===== src/rtl/systolic_mm.sv =====
// N x N output-stationary systolic matrix multiplier: C = A*B, or C += A*B when acc is set.
// Operands are latched on accept and then streamed through the PE grid with row and column skew.
module systolic_mm #(
    parameter int N      = 2,
    parameter int DW     = 4,
    parameter int SIGNED = 0,
    parameter int AW     = 2*DW + $clog2(N)
) (
    input  logic              clk,
    input  logic              rst,
    input  logic              in_val,
    output logic              in_rdy,
    input  logic              acc,
    input  logic [N*N*DW-1:0] a,
    input  logic [N*N*DW-1:0] b,
    output logic              out_val,
    input  logic              out_rdy,
    output logic [N*N*AW-1:0] c
);
    localparam int LAST = 3*N - 3;
    localparam int SW   = $clog2(3*N);

    typedef enum logic [1:0] {S_IDLE, S_COMPUTE, S_DONE} state_t;

    state_t        r_state;
    state_t        w_next;
    logic          r_live;
    logic [SW-1:0] r_step;
    logic [DW-1:0] r_amat [N][N];
    logic [DW-1:0] r_bmat [N][N];
    logic [DW-1:0] r_a    [N][N];
    logic [DW-1:0] r_b    [N][N];
    logic [AW-1:0] r_acc  [N][N];
    logic [DW-1:0] w_ain  [N][N];
    logic [DW-1:0] w_bin  [N][N];
    logic          w_accept;
    logic          w_last;

    // Product of two elements, widened to the accumulator width with the operand signedness.
    function automatic logic [AW-1:0] mul_ext(input logic [DW-1:0] x, input logic [DW-1:0] y);
        logic signed [2*DW-1:0] ps;
        logic        [2*DW-1:0] pu;
        ps = $signed({{DW{x[DW-1]}}, x}) * $signed({{DW{y[DW-1]}}, y});
        pu = {{DW{1'b0}}, x} * {{DW{1'b0}}, y};
        if (SIGNED != 0)
            return {{(AW-2*DW){ps[2*DW-1]}}, ps};
        else
            return {{(AW-2*DW){1'b0}}, pu};
    endfunction

    // r_live holds in_rdy low until the first clock edge after reset is released.
    assign in_rdy   = (r_state == S_IDLE) && r_live && !rst;
    assign out_val  = (r_state == S_DONE);
    assign w_accept = in_val && in_rdy;
    assign w_last   = (r_step == SW'(LAST));

    always_comb begin
        w_next = r_state;
        case (r_state)
            S_IDLE:    if (w_accept) w_next = S_COMPUTE;
            S_COMPUTE: if (w_last)   w_next = S_DONE;
            S_DONE:    if (out_rdy)  w_next = S_IDLE;
            default:   w_next = S_IDLE;
        endcase
    end

    // Edge feeders: row i sees a(i,t-i), column j sees b(t-j,j); anything out of range is a bubble.
    always_comb begin
        for (int i = 0; i < N; i++) begin
            for (int j = 0; j < N; j++) begin
                w_ain[i][j] = '0;
                w_bin[i][j] = '0;
            end
        end
        for (int i = 0; i < N; i++) begin
            for (int k = 0; k < N; k++) begin
                if (int'(r_step) == i + k) w_ain[i][0] = r_amat[i][k];
                if (int'(r_step) == i + k) w_bin[0][i] = r_bmat[k][i];
            end
            for (int j = 1; j < N; j++) begin
                w_ain[i][j] = r_a[i][j-1];
                w_bin[j][i] = r_b[j-1][i];
            end
        end
    end

    always_ff @(posedge clk or posedge rst) begin
        if (rst) begin
            r_state <= S_IDLE;
            r_live  <= 1'b0;
            r_step  <= '0;
            for (int i = 0; i < N; i++) begin
                for (int j = 0; j < N; j++) begin
                    r_amat[i][j] <= '0;
                    r_bmat[i][j] <= '0;
                    r_a[i][j]    <= '0;
                    r_b[i][j]    <= '0;
                    r_acc[i][j]  <= '0;
                end
            end
        end else begin
            r_state <= w_next;
            r_live  <= 1'b1;
            if (w_accept) begin
                r_step <= '0;
                for (int i = 0; i < N; i++) begin
                    for (int j = 0; j < N; j++) begin
                        r_amat[i][j] <= a[(i*N+j)*DW +: DW];
                        r_bmat[i][j] <= b[(i*N+j)*DW +: DW];
                        r_a[i][j]    <= '0;
                        r_b[i][j]    <= '0;
                        if (!acc) r_acc[i][j] <= '0;
                    end
                end
            end else if (r_state == S_COMPUTE) begin
                r_step <= r_step + SW'(1);
                for (int i = 0; i < N; i++) begin
                    for (int j = 0; j < N; j++) begin
                        r_a[i][j]   <= w_ain[i][j];
                        r_b[i][j]   <= w_bin[i][j];
                        r_acc[i][j] <= r_acc[i][j] + mul_ext(w_ain[i][j], w_bin[i][j]);
                    end
                end
            end
        end
    end

    for (genvar gi = 0; gi < N; gi++) begin : g_row
        for (genvar gj = 0; gj < N; gj++) begin : g_col
            assign c[(gi*N+gj)*AW +: AW] = r_acc[gi][gj];
        end
    end
endmodule

===== config.mk =====
export PLATFORM = sky130hd
export DESIGN_NAME = systolic_mm
export DESIGN_NICKNAME = d
export VERILOG_FILES = /design/src/rtl/systolic_mm.sv
export SDC_FILE = /design/constraint.sdc
export NUM_CORES = 1
export LEC_CHECK = 0
export CELL_PAD_IN_SITES_DETAIL_PLACEMENT = 1
export CELL_PAD_IN_SITES_GLOBAL_PLACEMENT = 1
export CORE_MARGIN = 2
export CORE_UTILIZATION = 47
export CTS_CLUSTER_SIZE = 25
export DETAILED_ROUTE_END_ITERATION = 7
export GPL_TIMING_DRIVEN = 0
export PLACE_DENSITY_LB_ADDON = 0.08
export SLEW_MARGIN = 20
export SYNTH_ARGS = -nofsm -noshare
export SYNTH_HDL_FRONTEND = slang
export SYNTH_SLANG_ARGS = --single-unit

===== constraint.sdc =====
create_clock -name clk -period 7.83 [get_ports clk]
set_clock_uncertainty 0.05 [all_clocks]
set_input_delay 1.566 -clock clk [delete_from_list [all_inputs] [get_ports clk]]
set_output_delay 1.566 -clock clk [all_outputs]
set_load 0.02 [all_outputs]

[Word-level counts from Yosys, hierarchy flattened]
Cells that the tools add are included.
Widths: inputs -> output; s select.
Operators by class
  reduce and logical (&&, ||, !) cells: 9
  divide/modulo/power cells: 0
  multipliers: 4
  $add $sub $neg: 5
  order comparisons: 0
  bitwise logic cells: 0
  equality and inequality tests: 9
  mux-type cells: 29
  shift-type cells: 0
Operators with widths (count)
  $mux 9: 9
  $mux 36: 2
  $mux 16: 4
  $add 9x9->9: 4
  $mul 4x4->8: 4
  $mux 4: 8
  $eq 3x2->1 const B: 2
  $mux 2: 3
  $mux 3: 2
  $ne 2x2->1 const B: 3
  $pmux 2 s3: 1
  $add 3x1->3 const B: 1
  $eq 3x3->1 const B: 1
  $logic_and 1x1->1: 3
  $logic_not 3->1: 1
  $reduce_and 3->1: 1
  $eq 2x1->1 const B: 1
  $eq 2x2->1 const B: 1
  $logic_not 2->1: 1
  $ne 2x1->1 const B: 1
  $reduce_and 2->1: 1
  $reduce_bool 2->1: 1
  $logic_not 1->1: 1
Word-level totals
  bits in read-only memories: 0
  logic and storage cells: 75
  register bits after elaboration: 90
  memory bits (writable): 0
  memories: 0
  latch bits: 0

[Logic depth before layout (Yosys ltp)]
  depth after elaboration: 9
  depth in mapped cells: 21
  gate-level depth less buffers: 20

[Least setup slack after synthesis]
No wires, ideal clock.
  path type: flip-flop to flip-flop
  from: register r_step[1]
  to: register r_acc, in the netlist c[15]
  library setup time: 122 ps
  data required time: 7658 ps
  data arrival time: 4109 ps
  setup slack: 3550 ps
  cell stages (with the launch flop): 19
  period minus slack after synthesis: 4280 ps
  cell sequence: dfrtp_1 -> inv_1 -> ha_1 -> buf_2 -> nand3b_1 -> a21oi_1 -> nand2_1 -> fa_1 -> inv_1 -> fa_1 -> inv_1 -> fa_1 -> xnor2_1 -> ha_1 -> o21a_1 -> o31a_4 -> o21ai_2 -> a21o_2 -> a32o_1
Between the ends
  longest elaborated chain between the ends: 9
  elaborated cells between the ends (all ways): 10
  those cells by class: 1 x add/sub; 1 x mul; 2 x eq/ne; 6 x mux
RTL lines
  from (decl): RTL line 28  | logic [SW-1:0] r_step;
  from (signal assigned): RTL line 116  | r_step <= r_step + SW'(1);
  $eq 3x2->1: RTL line 78  | if (int'(r_step) == i + k) w_bin[0][i] = r_bmat[k][i];
  $mux 4: RTL line 78
  $mux 4 *: RTL line 78
  $mul 4x4->8 *: RTL line 44  | pu = {{DW{1'b0}}, x} * {{DW{1'b0}}, y};
  $mux 9 *: RTL line 115  | end else if (r_state == S_COMPUTE) begin
  $mux 9 *: RTL line 104  | if (w_accept) begin
  $add 9x9->9 *: RTL line 121  | r_acc[i][j] <= r_acc[i][j] + mul_ext(w_ain[i][j], w_bin[i][j]);
  $mux 36 *: RTL line 115
  $mux 36 *: RTL line 104
  to (signal, indexed assignment): RTL line 121
  to (decl): RTL line 33  | logic [AW-1:0] r_acc [N][N];
Mark *: on every way between the ends. The rest lies on a longest branch, timed or not. The select of a mux whose other input is x is not followed.
A chain may end at the register's enable or synchronous reset.

[Worst setup path in the final report]
  from: register r_step[0]
  to: register r_acc, in the netlist c[7]
Between the ends
  longest elaborated chain between the ends: 9
  elaborated cells between the ends (all ways): 12
  those cells by class: 1 x add/sub; 1 x mul; 1 x eq/ne; 8 x mux; 1 x reduce/logical
RTL lines (RTL line)
  $logic_not 3->1: 77, 78
  $mux 4 (on tied branches) (2 in series): 77, 78
  $mul 4x4->8 *: 44
  $mux 9 *: 115
  $mux 9 *: 104
  $add 9x9->9 *: 121
  $mux 36 *: 115
  $mux 36 *: 104
Marked as above.

==> results.cfg <==
[grt]
grt_usage = 0.261
grt_remaining_overflow = 0
grt_pass1_wl_mm = 30.8
grt_start_max_net_pins = 78
grt_antenna_before_repair = 1
grt_pass1_vias = 6224

[finish]
final_cell_mix = nand2_1, dfrtp_1, ha_1
layout_commonest_cell = nand2_1
diodes = 0
fin_nets = 996
syn_to_final_growth_pct = 19.0
final_cells = 1039
layout-drive-gt1-share = 0.0547
fin_util = 0.577

[setup_path]
cp.required_ns = 7.98
criticalPathCategory = reg2reg
cp.arrival_ns = 5.34
path_max_fanout = 8
worstSetupStartpointType = flop
cp-end-kind = flop

[synthesis]
ys_seq_area_frac = 0.332
yosysWarnings = 0
synth_top_area_frac = 0.332
synthFlopType = dfrtp_1
synth_area_leaders = dfrtp_1, ha_1, nand2_1
syn_inst = 768
syn_area_sq_um = 6780
ys_types = 49
synth_seq_cells = 90
synth-edff-count = 0
async_flop_share = 1.00
synth_largest_area_cell = dfrtp_1
synthesis.nets = 910
syn_avg_cell_area_sq_um = 8.83

[sta]
hold_violations = 0
rsz0062_at_grt = no
finalCriticalPeriod_ns = 5.19
whs_ns = 0.430
min_period_over_period = 0.663
finalSetupViolCount = 0
relSlewSlack = 0.565
slew_violations = 0
fmax_ghz = 0.193
tns_ns = 0
tightest_slew_ns = 0.652

[route]
vias = 5753
drcViolationCount = 0
ant_nets = 0
drt_pre_antenna_iters = 5
avgViaCountPerCell = 5.54
drt_iter0_markers = 245
drt-total-wl_mm = 18.8
post_drt_wl_per_cell_um = 18.1

[flow_run]
cap_violations = 0

[pwr]
power_density_nw_per_um2 = 303
ir_drop_mv = 0.132
leakagePower_nw = 4.16

[clock_network]
cts-root-buf = clkbuf_16
cts_tree = built
clk_path_buf_depth = 2
numClockSinks = 90
cts_max_level = 3
numCtsBuffers = 9
ctsResizeCount = 0
postCtsSetupRepairBufs = 0
hold_buffers = 0
clk_pin_slew_ns = 0.07
clock_latency_ns = 0.35

[die]
rows = 43
die_area_sq_um = 15400
ioPinCount = 75
die_w_um = 124
start_util = 0.485
die_h_um = 124
core_area_sq_um = 14000

[place]
io_buffers = 74
dp.cells = 1023
dp_hpwl_mm = 14.4
gp_congestion = 0.781

[min_path]
hold_path_class = reg2reg

[run_status]
run_status = finished clean
synthesized netlist by cell type, drive strengths merged (4+ instances only):
cell type and n:
o21bai 11, nor2 9, a211oi 12, nand3 23
a22o 7, o22ai 4, ha 85, and2 50
xor2 14, buf 20, xnor2 20, a21o 16
nand2 191, o21ai 39, nor3 5, fa 20
a21oi 41, nand3b 16, clkbuf 7, inv 54
dfrtp 90
routing by layer:
metal	track usage	up-vias	wire length [um]
li1	-	2750	-
met1	0.322	2868	8300
met2	0.468	107	9620
met3	0.0403	26	548
met4	0.0772	2	343
met5	0	-	13
worst paths after layout:
| check | from | end | slack (ns) | depth (start not counted) |
|---|---|---|---|---|
| min | r_bmat[7] | r_bmat[7] | 0.43 | 2 |
| min in group asynchronous | rst | r_live | 1.53 | 2 |
| max | r_step[0] | c[7] | 2.64 | 19 |
| max reg2reg | r_step[0] | c[7] | 2.64 | 19 |
| max in group asynchronous | rst | r_amat[12] | 5.58 | 3 |
| min reg2reg | r_bmat[7] | r_bmat[7] | 0.43 | 2 |
cell type report:
type                       count  area (sq um)
fill                        1661          5920
multi-input combinational    597          4190
sequential                    90          2250
timing repair buffer          75           768
clock buffer                  11           233
tap                          180           225
inverter                      54           208
buffer                        27           135
clock inverter                 5          55.1
sequential cells by signal, summed over array words and instances (netlist names):
| register | count |
|---|---|
| r_b | 8 |
| r_bmat | 16 |
| r_amat | 16 |
| c | 36 |
| r_step | 3 |
| r_live | 1 |
| r_a | 8 |
| r_state | 2 |
kinds of logic after synthesis:
kind of cell	count (synthesis)	share of synthesized area
buffers and inverters	81	0.0498
AO/OA/AOI/OAI	147	0.142
XOR/XNOR	34	0.0439
adder cells (fa/ha/maj)	105	0.216
other	1	0.000553
multiplexers	3	0.00443
flip-flops	90	0.332
AND/OR/NAND/NOR	307	0.211
worst max-delay path, cell delays in order, from the launching register on:
cell,delay [ns]
dfrtp_1,0.43
inv_1,0.12
ha_1,0.16
clkbuf_1,0.30
nand3b_1,0.12
a21oi_1,0.49
nand2_1,0.15
fa_1,0.54
inv_1,0.07
fa_1,0.52
ha_1,0.31
a21o_1,0.18
a21oi_1,0.27
xnor2_1,0.18
ha_1,0.30
a21oi_1,0.27
a21boi_0,0.14
o22ai_1,0.19
xor2_1,0.16
o21ai_0,0.09
through the flow:
step                setup WS, ns  total power, mW  instance area (sq um)
CTS                         2.67             2.46                   8070
floorplan                   3.55             1.54                   6780
global route                2.26             2.63                   8070
global placement            2.27             1.93                   7750
detailed placement          2.79             2.00                   7780
finish                      2.64             2.45                   8070
power breakdown:
group | internal (mW) | switching (mW) | leakage, nW | total [mW]
logic | 0.459 | 0.733 | 2.85 | 1.19
registers | 0.650 | 0.158 | 1.17 | 0.808
clock network | 0.247 | 0.198 | 0.136 | 0.445
Note: power is estimated with default switching activity, not from simulation.
